<file path="src/rtl/uart_rx_frame.sv">
// Oversampling UART receiver: majority-vote bit decisions, parity/framing/overrun/break
// detection, a small output FIFO behind valid/ready and per-frame character counting.
module uart_rx_frame #(
   parameter int CLK_FREQ    = 50000000,
   parameter int BAUD_RATE   = 115200,
   parameter int OVERSAMPLE  = 16,
   parameter int DATA_BITS   = 8,
   parameter int PARITY      = 0,
   parameter int STOP_BITS   = 1,
   parameter int FIFO_DEPTH  = 4,
   parameter int FRAME_BYTES = 150528,
   parameter int CNT_W       = 18
) (
   input  logic                 clk,
   input  logic                 rst,
   input  logic                 rx,
   output logic [DATA_BITS-1:0] m_data,
   output logic                 m_valid,
   input  logic                 m_ready,
   output logic [CNT_W-1:0]     byte_count,
   output logic                 frame_done,
   output logic                 parity_err,
   output logic                 framing_err,
   output logic                 overrun_err,
   output logic                 break_det,
   input  logic                 clr_err
);

   localparam int DIV_RAW = CLK_FREQ / (BAUD_RATE * OVERSAMPLE);
   localparam int DIV     = (DIV_RAW < 1) ? 1 : DIV_RAW;
   localparam int DIV_W   = (DIV > 1) ? $clog2(DIV) : 1;
   localparam int SC_W    = $clog2(OVERSAMPLE);
   localparam int MID     = OVERSAMPLE / 2;
   localparam int BI_W    = $clog2(DATA_BITS);
   localparam int PTR_W   = $clog2(FIFO_DEPTH);

   localparam logic             LAST_STOP = (STOP_BITS == 2);
   localparam logic [PTR_W:0]   FIFO_FULL = (PTR_W+1)'(FIFO_DEPTH);
   localparam logic [CNT_W-1:0] LAST_CNT  = CNT_W'(FRAME_BYTES - 1);

   localparam logic [2:0] S_IDLE   = 3'd0;
   localparam logic [2:0] S_START  = 3'd1;
   localparam logic [2:0] S_DATA   = 3'd2;
   localparam logic [2:0] S_PARITY = 3'd3;
   localparam logic [2:0] S_STOP   = 3'd4;
   localparam logic [2:0] S_BREAK  = 3'd5;

   // synchroniser and edge detection
   logic       rx_meta;
   logic       rx_sync;
   logic       rx_prev;
   logic [1:0] sync_fill;

   // bit timing
   logic [DIV_W-1:0] div_cnt;
   logic [SC_W-1:0]  sample_cnt;
   logic             tick;
   logic             decide;
   logic             bit_end;
   logic             s_a;
   logic             s_b;
   logic             vote;

   // character FSM
   logic [2:0]           state;
   logic                 armed;
   logic [BI_W-1:0]      bit_idx;
   logic                 stop_idx;
   logic [DATA_BITS-1:0] shreg;
   logic                 par_bit;
   logic                 par_bad;
   logic                 frm_bad;
   logic                 exp_par;
   logic                 start_edge;

   // completion decode
   logic is_break;
   logic complete;
   logic stop_bad;
   logic good;

   // FIFO
   logic [DATA_BITS-1:0] mem [FIFO_DEPTH];
   logic [PTR_W-1:0]     wr_ptr;
   logic [PTR_W-1:0]     rd_ptr;
   logic [PTR_W:0]       fill;
   logic                 full;
   logic                 pop;
   logic                 push;
   logic                 overrun;

   // --------------------------------------------------------------------------
   // Input synchroniser. sync_fill marks when rx_sync carries a real line sample
   // rather than the reset preset, so a line held low through reset cannot arm.
   // --------------------------------------------------------------------------
   always_ff @(posedge clk or posedge rst) begin
      // NOTE: flops use <= so each stage samples the value from before the edge;
      // blocking = would collapse the two-stage chain into a single flop.
      if (rst) begin
         rx_meta   <= 1'b1;
         rx_sync   <= 1'b1;
         rx_prev   <= 1'b1;
         sync_fill <= 2'b00;
      end else begin
         rx_meta   <= rx;
         rx_sync   <= rx_meta;
         rx_prev   <= rx_sync;
         sync_fill <= {sync_fill[0], 1'b1};
      end
   end

   assign start_edge = (state == S_IDLE) && armed && rx_prev && !rx_sync;

   // --------------------------------------------------------------------------
   // Tick divider and per-bit sample counter, both realigned on a start edge.
   // --------------------------------------------------------------------------
   assign tick    = (div_cnt == DIV_W'(DIV - 1));
   assign decide  = tick && (sample_cnt == SC_W'(MID + 1));
   assign bit_end = tick && (sample_cnt == SC_W'(OVERSAMPLE - 1));
   assign vote    = (s_a & s_b) | (s_a & rx_sync) | (s_b & rx_sync);

   always_ff @(posedge clk or posedge rst) begin
      if (rst) begin
         div_cnt    <= '0;
         sample_cnt <= '0;
         s_a        <= 1'b1;
         s_b        <= 1'b1;
      end else if (start_edge) begin
         div_cnt    <= '0;
         sample_cnt <= '0;
      end else begin
         div_cnt <= tick ? '0 : div_cnt + 1'b1;
         if (tick && state != S_IDLE && state != S_BREAK) begin
            if (sample_cnt == SC_W'(OVERSAMPLE - 1)) begin
               sample_cnt <= '0;
            end else begin
               sample_cnt <= sample_cnt + 1'b1;
            end
            if (sample_cnt == SC_W'(MID - 1)) s_a <= rx_sync;
            if (sample_cnt == SC_W'(MID))     s_b <= rx_sync;
         end
      end
   end

   assign exp_par = (PARITY == 1) ? ~(^shreg) : ^shreg;

   // --------------------------------------------------------------------------
   // Stop-bit decode: break, completion and whether the character is clean.
   // --------------------------------------------------------------------------
   always_comb begin
      // NOTE: every signal gets a default before the conditional so no path
      // leaves it unassigned and infers a latch.
      is_break = 1'b0;
      complete = 1'b0;
      stop_bad = 1'b0;
      good     = 1'b0;
      if (state == S_STOP && decide) begin
         stop_bad = frm_bad | ~vote;
         is_break = (stop_idx == 1'b0) && (shreg == '0) && ((PARITY == 0) || !par_bit) && !vote;
         complete = (stop_idx == LAST_STOP) && !is_break;
         good     = complete && !par_bad && !stop_bad;
      end
   end

   // --------------------------------------------------------------------------
   // Character FSM.
   // --------------------------------------------------------------------------
   always_ff @(posedge clk or posedge rst) begin
      if (rst) begin
         state    <= S_IDLE;
         armed    <= 1'b0;
         bit_idx  <= '0;
         stop_idx <= 1'b0;
         shreg    <= '0;
         par_bit  <= 1'b0;
         par_bad  <= 1'b0;
         frm_bad  <= 1'b0;
      end else begin
         case (state)
            S_IDLE: begin
               if (!armed && sync_fill[1] && rx_sync) armed <= 1'b1;
               if (start_edge) begin
                  state    <= S_START;
                  bit_idx  <= '0;
                  stop_idx <= 1'b0;
                  par_bit  <= 1'b0;
                  par_bad  <= 1'b0;
                  frm_bad  <= 1'b0;
               end
            end
            S_START: begin
               if (decide && vote) begin
                  state <= S_IDLE;
               end else if (bit_end) begin
                  state <= S_DATA;
               end
            end
            S_DATA: begin
               if (decide) shreg <= {vote, shreg[DATA_BITS-1:1]};
               if (bit_end) begin
                  if (bit_idx == BI_W'(DATA_BITS - 1)) begin
                     bit_idx <= '0;
                     state   <= (PARITY != 0) ? S_PARITY : S_STOP;
                  end else begin
                     bit_idx <= bit_idx + 1'b1;
                  end
               end
            end
            S_PARITY: begin
               if (decide) begin
                  par_bit <= vote;
                  par_bad <= (vote != exp_par);
               end
               if (bit_end) state <= S_STOP;
            end
            S_STOP: begin
               if (is_break) begin
                  state <= S_BREAK;
                  armed <= 1'b0;
               end else if (decide) begin
                  if (!vote) frm_bad <= 1'b1;
                  if (stop_idx == LAST_STOP) state <= S_IDLE;
               end else if (bit_end) begin
                  stop_idx <= stop_idx + 1'b1;
               end
            end
            S_BREAK: begin
               if (rx_sync) begin
                  state <= S_IDLE;
                  armed <= 1'b1;
               end
            end
            default: state <= S_IDLE;
         endcase
      end
   end

   // --------------------------------------------------------------------------
   // Output FIFO. A pop in the same clock frees a slot for a push into a full FIFO.
   // --------------------------------------------------------------------------
   assign full    = (fill == FIFO_FULL);
   assign pop     = m_valid && m_ready;
   assign push    = good && (!full || pop);
   assign overrun = good && full && !pop;
   assign m_valid = (fill != '0);
   assign m_data  = m_valid ? mem[rd_ptr] : '0;

   // NOTE: storage has no reset; fill and the pointers define which entries are
   // live, and resetting the array would only cost routing and area.
   always_ff @(posedge clk) begin
      if (push) mem[wr_ptr] <= shreg;
   end

   always_ff @(posedge clk or posedge rst) begin
      if (rst) begin
         wr_ptr <= '0;
         rd_ptr <= '0;
         fill   <= '0;
      end else begin
         if (push) wr_ptr <= wr_ptr + 1'b1;
         if (pop)  rd_ptr <= rd_ptr + 1'b1;
         case ({push, pop})
            2'b10:   fill <= fill + 1'b1;
            2'b01:   fill <= fill - 1'b1;
            default: ;
         endcase
      end
   end

   // --------------------------------------------------------------------------
   // Frame counter and status flags; a set event wins over clr_err.
   // --------------------------------------------------------------------------
   always_ff @(posedge clk or posedge rst) begin
      if (rst) begin
         byte_count <= '0;
         frame_done <= 1'b0;
      end else begin
         frame_done <= 1'b0;
         if (push) begin
            if (byte_count == LAST_CNT) begin
               byte_count <= '0;
               frame_done <= 1'b1;
            end else begin
               byte_count <= byte_count + 1'b1;
            end
         end
      end
   end

   always_ff @(posedge clk or posedge rst) begin
      if (rst) begin
         parity_err  <= 1'b0;
         framing_err <= 1'b0;
         overrun_err <= 1'b0;
         break_det   <= 1'b0;
      end else begin
         break_det <= is_break;

         if (complete && par_bad)                  parity_err <= 1'b1;
         else if (clr_err)                         parity_err <= 1'b0;

         if ((complete && stop_bad) || is_break)   framing_err <= 1'b1;
         else if (clr_err)                         framing_err <= 1'b0;

         if (overrun)                              overrun_err <= 1'b1;
         else if (clr_err)                         overrun_err <= 1'b0;
      end
   end

endmodule

</file>
<file path="config.mk">
export PLATFORM = sky130hd
export DESIGN_NAME = uart_rx_frame
export DESIGN_NICKNAME = d
export VERILOG_FILES = /design/src/rtl/uart_rx_frame.sv
export SDC_FILE = /design/constraint.sdc
export NUM_CORES = 1
export LEC_CHECK = 0
export CAP_MARGIN = 10
export CORE_MARGIN = 2
export CORE_UTILIZATION = 30
export DETAILED_ROUTE_END_ITERATION = 10
export GPL_TIMING_DRIVEN = 1
export PLACE_DENSITY = 0.44
export SLEW_MARGIN = 5
export SYNTH_ARGS = -nofsm -noshare
export SYNTH_HDL_FRONTEND = slang
export SYNTH_SLANG_ARGS = --single-unit
</file>
<file path="constraint.sdc">
create_clock -name clk -period 5.9 [get_ports clk]
set_input_delay 0.885 -clock clk [delete_from_list [all_inputs] [get_ports clk]]
set_output_delay 0.885 -clock clk [all_outputs]
set_load 0.005 [all_outputs]
</file>
# Word level (Yosys, flattened, before mapping)
# Memories as Yosys holds them, arrays and structs flattened.
# Index checks and enable logic that the tools add are counted.
# totals
ramBits	32
latch_bits	0
n_memories	1
inputBits	5
word_cells	181
mem_bits_ro	0
register_bits	64
output_inout_bits	32
# classes
bitwise	9
magnitude_cmp	0
reduce_logical	55
n_eq_ne	33
mul	0
n_div	0
mux	50
shifts	0
add_sub_neg	9
# memory_table
memory	depth	width	read_ports	rd_clocked_by_memory_dff	write_ports	line	rtl
mem	4	8	1	0	1	83	logic [DATA_BITS-1:0] mem [FIFO_DEPTH];
# ops
operator	n
2-to-1 mux 3 bit	13
!= test 2 bit, second input constant	12
2-to-1 mux 1 bit	23
logical AND 1 bit	22
adder 18 x 1 -> 18 bit, second input constant	1
== test 18 bit, second input constant	1
2-to-1 mux 18 bit	1
case mux 3 bit (6 select lines)	1
nonzero test 2 bit	8
== test 3 bit, second input constant	4
== test 4 bit, second input constant	3
2-to-1 mux 4 bit	3
!= test 3 bit, second input constant	4
case mux 3 bit (2 select lines)	2
AND reduction 3 bit	4
2-to-1 mux 5 bit	2
AND reduction 5 bit	2
nonzero test 3 bit	3
zero test 1 bit	8
zero test 8 bit	1
2-to-1 mux 8 bit	1
AND reduction 8 bit	1
XOR reduction 8 bit	1
adder 3 x 1 -> 3 bit, second input constant	2
22 further kinds	33

# Depth between registers and ports, before layout
# logic_depth
ltp_word	13
ltp_mapped	10
ltp_nobuf	9

# Least setup slack after synthesis
# OpenSTA, ideal clock, no wires.
# synth_path
path_kind	input to register
startpoint	input port m_ready
endpoint	memory mem[0][0] (enable)
setup_ns	0.274
required_time_ns	5.626
cell_stages	6
t_arrival_ns	2.023
n_path_buf	2
setup_slack_ns	3.604
cell_sequence	or4b_1 nor2b_4 nand3_2 buf_6 buf_2 nor2_1
# synth_between
elab_chain_cells	5
# synth_rtl
element	line	rtl
from (decl)	19	input logic m_ready,
logical AND 1 bit	242	assign pop = m_valid && m_ready;
logical OR 1 bit	243	assign push = good && (!full || pop);
logical AND 1 bit	243	
2-to-1 mux 1 bit	251	if (push) mem[wr_ptr] <= shreg;
2-to-1 mux 1 bit (not written as such)	251	
to (decl)	83	
# Every way passes these cells.

# Worst setup path after layout
# layout_path
startpoint	register rd_ptr[0]
endpoint	output port m_data[2]
# layout_between
elab_chain_cells	2
# layout_rtl
element	line	rtl
from (decl)	85	logic [PTR_W-1:0] rd_ptr;
from (signal assigned)	261	if (pop) rd_ptr <= rd_ptr + 1'b1;
memory read (4 x 8 bit)	n/a	
2-to-1 mux 8 bit	246	assign m_data = m_valid ? mem[rd_ptr] : '0;
to (decl)	17	output logic [DATA_BITS-1:0] m_data,
# Every way passes these cells.

==> metrics.log <==
[metrics] clock root buffer: sky130_fd_sc_hd__clkbuf_16
[metrics] Skew-Pair Late Insertion Delay: 350 ps
[metrics] f_max: 320.7 MHz
[metrics] required time reported for the critical path endpoint: 5020 ps
[metrics] initial antenna violation count: 0
[metrics] share of async-settable or async-resettable flops after synthesis: 66.67%
[metrics] setup slack of the most critical reg-to-reg path: between 3000 and 4000 ps
[metrics] element type at the critical path end: output pin
[metrics] overall die height: between 100 and 150 um
[metrics] HPWL after detailed placement: roughly 6500 um
[metrics] Buffers on Ports: 36
[metrics] length of the first detailed-routing pass in iterations: 4
[metrics] number of flip-flops and latches in the synthesized netlist: between 90 and 100
[metrics] number of nets produced by synthesis: 410
[metrics] H-tree depth: 3
[metrics] core area: between 0.015 and 0.02 mm^2
[metrics] I/O pin count: 37
[metrics] CTS buffer count: 9
[metrics] Post-CTS Setup Inserts: 0
[metrics] fin. max-slew vios: 0
[metrics] Hold Vio Cnt, Final: 0
[metrics] first-pass GRT wire length: between 15,000 and 20,000 um
[metrics] number of warnings reported in the yosys synthesis log: 0
[metrics] Top delay family on crit path: flip-flops
[metrics] post-CTS sizing: 0
[metrics] total inserted antenna cells: 0
[metrics] post-route fraction of the period consumed by the critical path: 52.85%
[metrics] Routability Congestion: 0.7897
[metrics] biggest fanout along the worst timing path: 10
[metrics] share of the yosys chip area belonging to registers: 56.00%
[metrics] worst path buffer plus inverter count: 1
[metrics] Max Cap Viol: 0
[metrics] Antenna Violating Nets Remaining: 0
[metrics] gate count after technology mapping: 388
[metrics] total of hold buffers inserted after clock tree synthesis: 0
[metrics] Reg2Reg Capture Point: mem[0][5]
[metrics] dpl ws: roughly 2600 ps
[metrics] worst reg2reg path depth: 6
[metrics] headroom to the max-slew limit: 45.87%
[metrics] largest buffer count on any clock path: 2
[metrics] Clk pin slew, worst setup/hold paths: around 70 ps
[metrics] startpoint of the most critical hold path: rx_meta
[metrics] origin of the critical flop-to-flop path: div_cnt[0]
[metrics] DR iter-0 viols: roughly 150
[metrics] final non-filler cell area: approximately 0.0054 mm^2
[metrics] number of fill cells: 1,496
[metrics] Cell Pwr Density: 282.1 mW/mm^2
[metrics] post-route clock skew: 9.633 ps
[metrics] xor/xnor cell area share of the yosys netlist: under 10%
[metrics] vias in the first global route: 2,937
[metrics] prevailing post-synth register cell: sky130_fd_sc_hd__dfrtp_1
[metrics] mux contribution to synthesized area: 6.083%
[metrics] number of standard cells in the layout, taps in and fillers out: 617
[metrics] startpoint types: register
[metrics] Overflow after GRT: 0
[metrics] endpoint with the worst hold slack: rx_sync
[metrics] total stage count of the critical path: 3
[metrics] Cell Count Post-Placement: 601
[metrics] unrepaired setup endpoints after global routing: false
[metrics] overall die area: 0.01629 mm^2
[metrics] mean post-synth cell area: 11.82 um^2
[metrics] TNS Setup: 0 ps
[metrics] post-route DRC violation count: 0
[metrics] maximum number of pins on one net before global-route repair: 65
[metrics] largest family of logic cells by synthesized area: simple AND/OR/NAND/NOR gates
[metrics] Compound-Gate Fraction of Synth Area: 6.492%
[metrics] average routed wire per standard cell: 14.80 um
[metrics] share of final-layout standard cells stronger than drive strength 1: 11.42%
[metrics] number of sinks driven by the clock tree: between 90 and 100
[metrics] final critical-path setup slack: 2782 ps
[metrics] TritonCTS clock tree: yes
[metrics] Worst Max-Slew Pin Slew: 811.9 ps
[metrics] number of distinct standard cells referenced by the synthesized netlist: 60
[metrics] fin crit period: 3118 ps
[metrics] post-synthesis instance area: 0.004587 mm^2
[metrics] Hold Path Cell Cnt: 0
[metrics] maximum resistive drop on vdd: 0.1569 mV
[metrics] Hold Path Class: reg -> reg
[metrics] result of the run: finished clean
[metrics] Die W: 127.7 um
[metrics] number of vias per cell after detailed routing: 4.796
[metrics] worst-path cell with the longest stage delay: sky130_fd_sc_hd__dfrtp_1
[metrics] total cell area at the placement stage: 0.005116 mm^2
[metrics] via count: between 2k and 3k
[metrics] DRT Wirelength: 9133 um
[metrics] leakage power: 2.281 nW
[metrics] synthesis-to-finish area growth: 18.22%
[metrics] starting utilization of the core area: 30.40%
[metrics] post-synthesis adder-cell area fraction: 5.101%
[metrics] number of rows created at floorplan: 45
[metrics] peak per-stage delay on the critical path: 690 ps
[metrics] ordered cell list for the critical path: mux4_2 > and2_1 > clkdlybuf4s50_1
[metrics] signal arrival time at the worst endpoint: 2230 ps
[metrics] setup violation total in the final timing report: 0
[metrics] Crit Path Category: reg -> out
[metrics] synthesized-area fraction occupied by and/or/nand/nor cells: 18.30%
[metrics] total number of nets in the final design: ~450
[metrics] number of flops mapped to enable cells by yosys: 32
[metrics] total track usage: 12.20%
-- stage by stage --
| stage | util, % | hold slack [ps] | power [mW] |
|---|---|---|---|
| detailed placement | 33.91 | 348.8 | 0.9498 |
| global placement | 33.91 | 336.3 | 0.9504 |
| floorplan | - | 331.2 | 0.9120 |
| finish | 35.94 | 357.2 | 1.530 |
| CTS | 35.94 | 359.0 | 1.559 |
| global route | 35.94 | 365.0 | 1.618 |
-- worst reg2reg max path: stages, from the launching register on --
cell	delay, ps
sky130_fd_sc_hd__dfrtp_1	400
sky130_fd_sc_hd__inv_1	70
sky130_fd_sc_hd__ha_1	130
sky130_fd_sc_hd__and4b_1	420
sky130_fd_sc_hd__and4_1	400
sky130_fd_sc_hd__nand3_2	380
sky130_fd_sc_hd__nor2_1	710
-- layout make-up --
| class | instances | area (um^2) | share of cell area, % |
|---|---|---|---|
| sequential | 96 | 2569 | 47.37 |
| tap | 188 | 235.2 | 4.338 |
| clock inverter | 5 | 63.81 | 1.177 |
| clock buffer | 11 | 242.7 | 4.476 |
| inverter | 26 | 97.59 | 1.800 |
| multi-input combinational | 254 | 1847 | 34.06 |
| timing repair buffer | 37 | 367.9 | 6.784 |
-- how the worst max path moves through the flow --
stage / startpoint / endpoint / slack, ps
6_report: rd_ptr[0] / m_data[2] / 2780
3_5_place_dp: m_ready / mem[0][3] / 2620
5_1_grt: rd_ptr[0] / m_data[5] / 2640
2_1_floorplan: rst / armed / 3430
4_1_cts: rd_ptr[0] / m_data[2] / 2720
3_3_place_gp: m_ready / mem[1][2] / 2700
-- registers in the layout (all words and copies together) (netlist names), 3 cells and up --
| signal | flops |
|---|---|
| fill | 3 |
| shreg | 8 |
| mem | 32 |
| state | 3 |
| sample_cnt | 4 |
| bit_idx | 3 |
| div_cnt | 5 |
| byte_count | 18 |
-- synthesized netlist by cell type (all sizes together) (4+ instances only) --
library cell	count	area share, %
o31ai	6	0.98
buf	8	1.3
or3	4	0.55
edfxtp	32	21
nand3	27	3.2
nand4	7	0.95
clkbuf	4	0.33
and3	7	0.95
ha	16	4.4
o21ai	25	2.7
dfstp	5	2.9
a21oi	6	0.65
and2	10	1.4
xor2	13	2.5
nand2	35	2.9
nor2	19	1.6
inv	26	2.1
mux4	8	3.9
mux2	7	1.7
nor3	11	1.5
dfrtp	59	32
xnor2	9	1.7
-- cells in the final DEF, fill, tap and decap left out, types with 8 or more instances in the layout --
cell type / n
sky130_fd_sc_hd__nor2_1: 18
sky130_fd_sc_hd__dfrtp_1: 59
sky130_fd_sc_hd__xor2_1: 13
sky130_fd_sc_hd__xnor2_1: 9
sky130_fd_sc_hd__mux4_2: 8
sky130_fd_sc_hd__inv_1: 25
sky130_fd_sc_hd__nor3_1: 8
sky130_fd_sc_hd__ha_1: 16
sky130_fd_sc_hd__clkdlybuf4s50_1: 36
sky130_fd_sc_hd__and2_1: 10
sky130_fd_sc_hd__edfxtp_1: 32
sky130_fd_sc_hd__nand3_1: 25
sky130_fd_sc_hd__o21ai_0: 24
sky130_fd_sc_hd__nand2_1: 35
sky130_fd_sc_hd__clkbuf_16: 9
-- where the power goes --
part | switching, mW | leakage (nW) | internal, mW
sequential | 0.0543 | 1.20 | 0.722
clock | 0.251 | 0.146 | 0.343
combinational | 0.0835 | 0.936 | 0.0756
total | 0.389 | 2.28 | 1.14
-- cell families (layout without fill, tap and decap cells) --
group           count (synthesis)  in the layout
compound gates                 49             49
xor+xnor                       22             22
fa+ha+maj                      18             18
buf+inv                        38             79
flops                          96             96
mux                            17             17
other cells                     1              1
simple gates                  147            147
-- routing by layer --
layer  GRT usage, %  vias to the layer above  wire length, um
met4          4.266                        0              140
met2          18.31                       42             4047
met1          16.98                     1446             4598
li1               -                     1463                -
met5              0                        -                0
met3          3.422                        8              346
No activity file was read; power rests on OpenSTA's default activity.
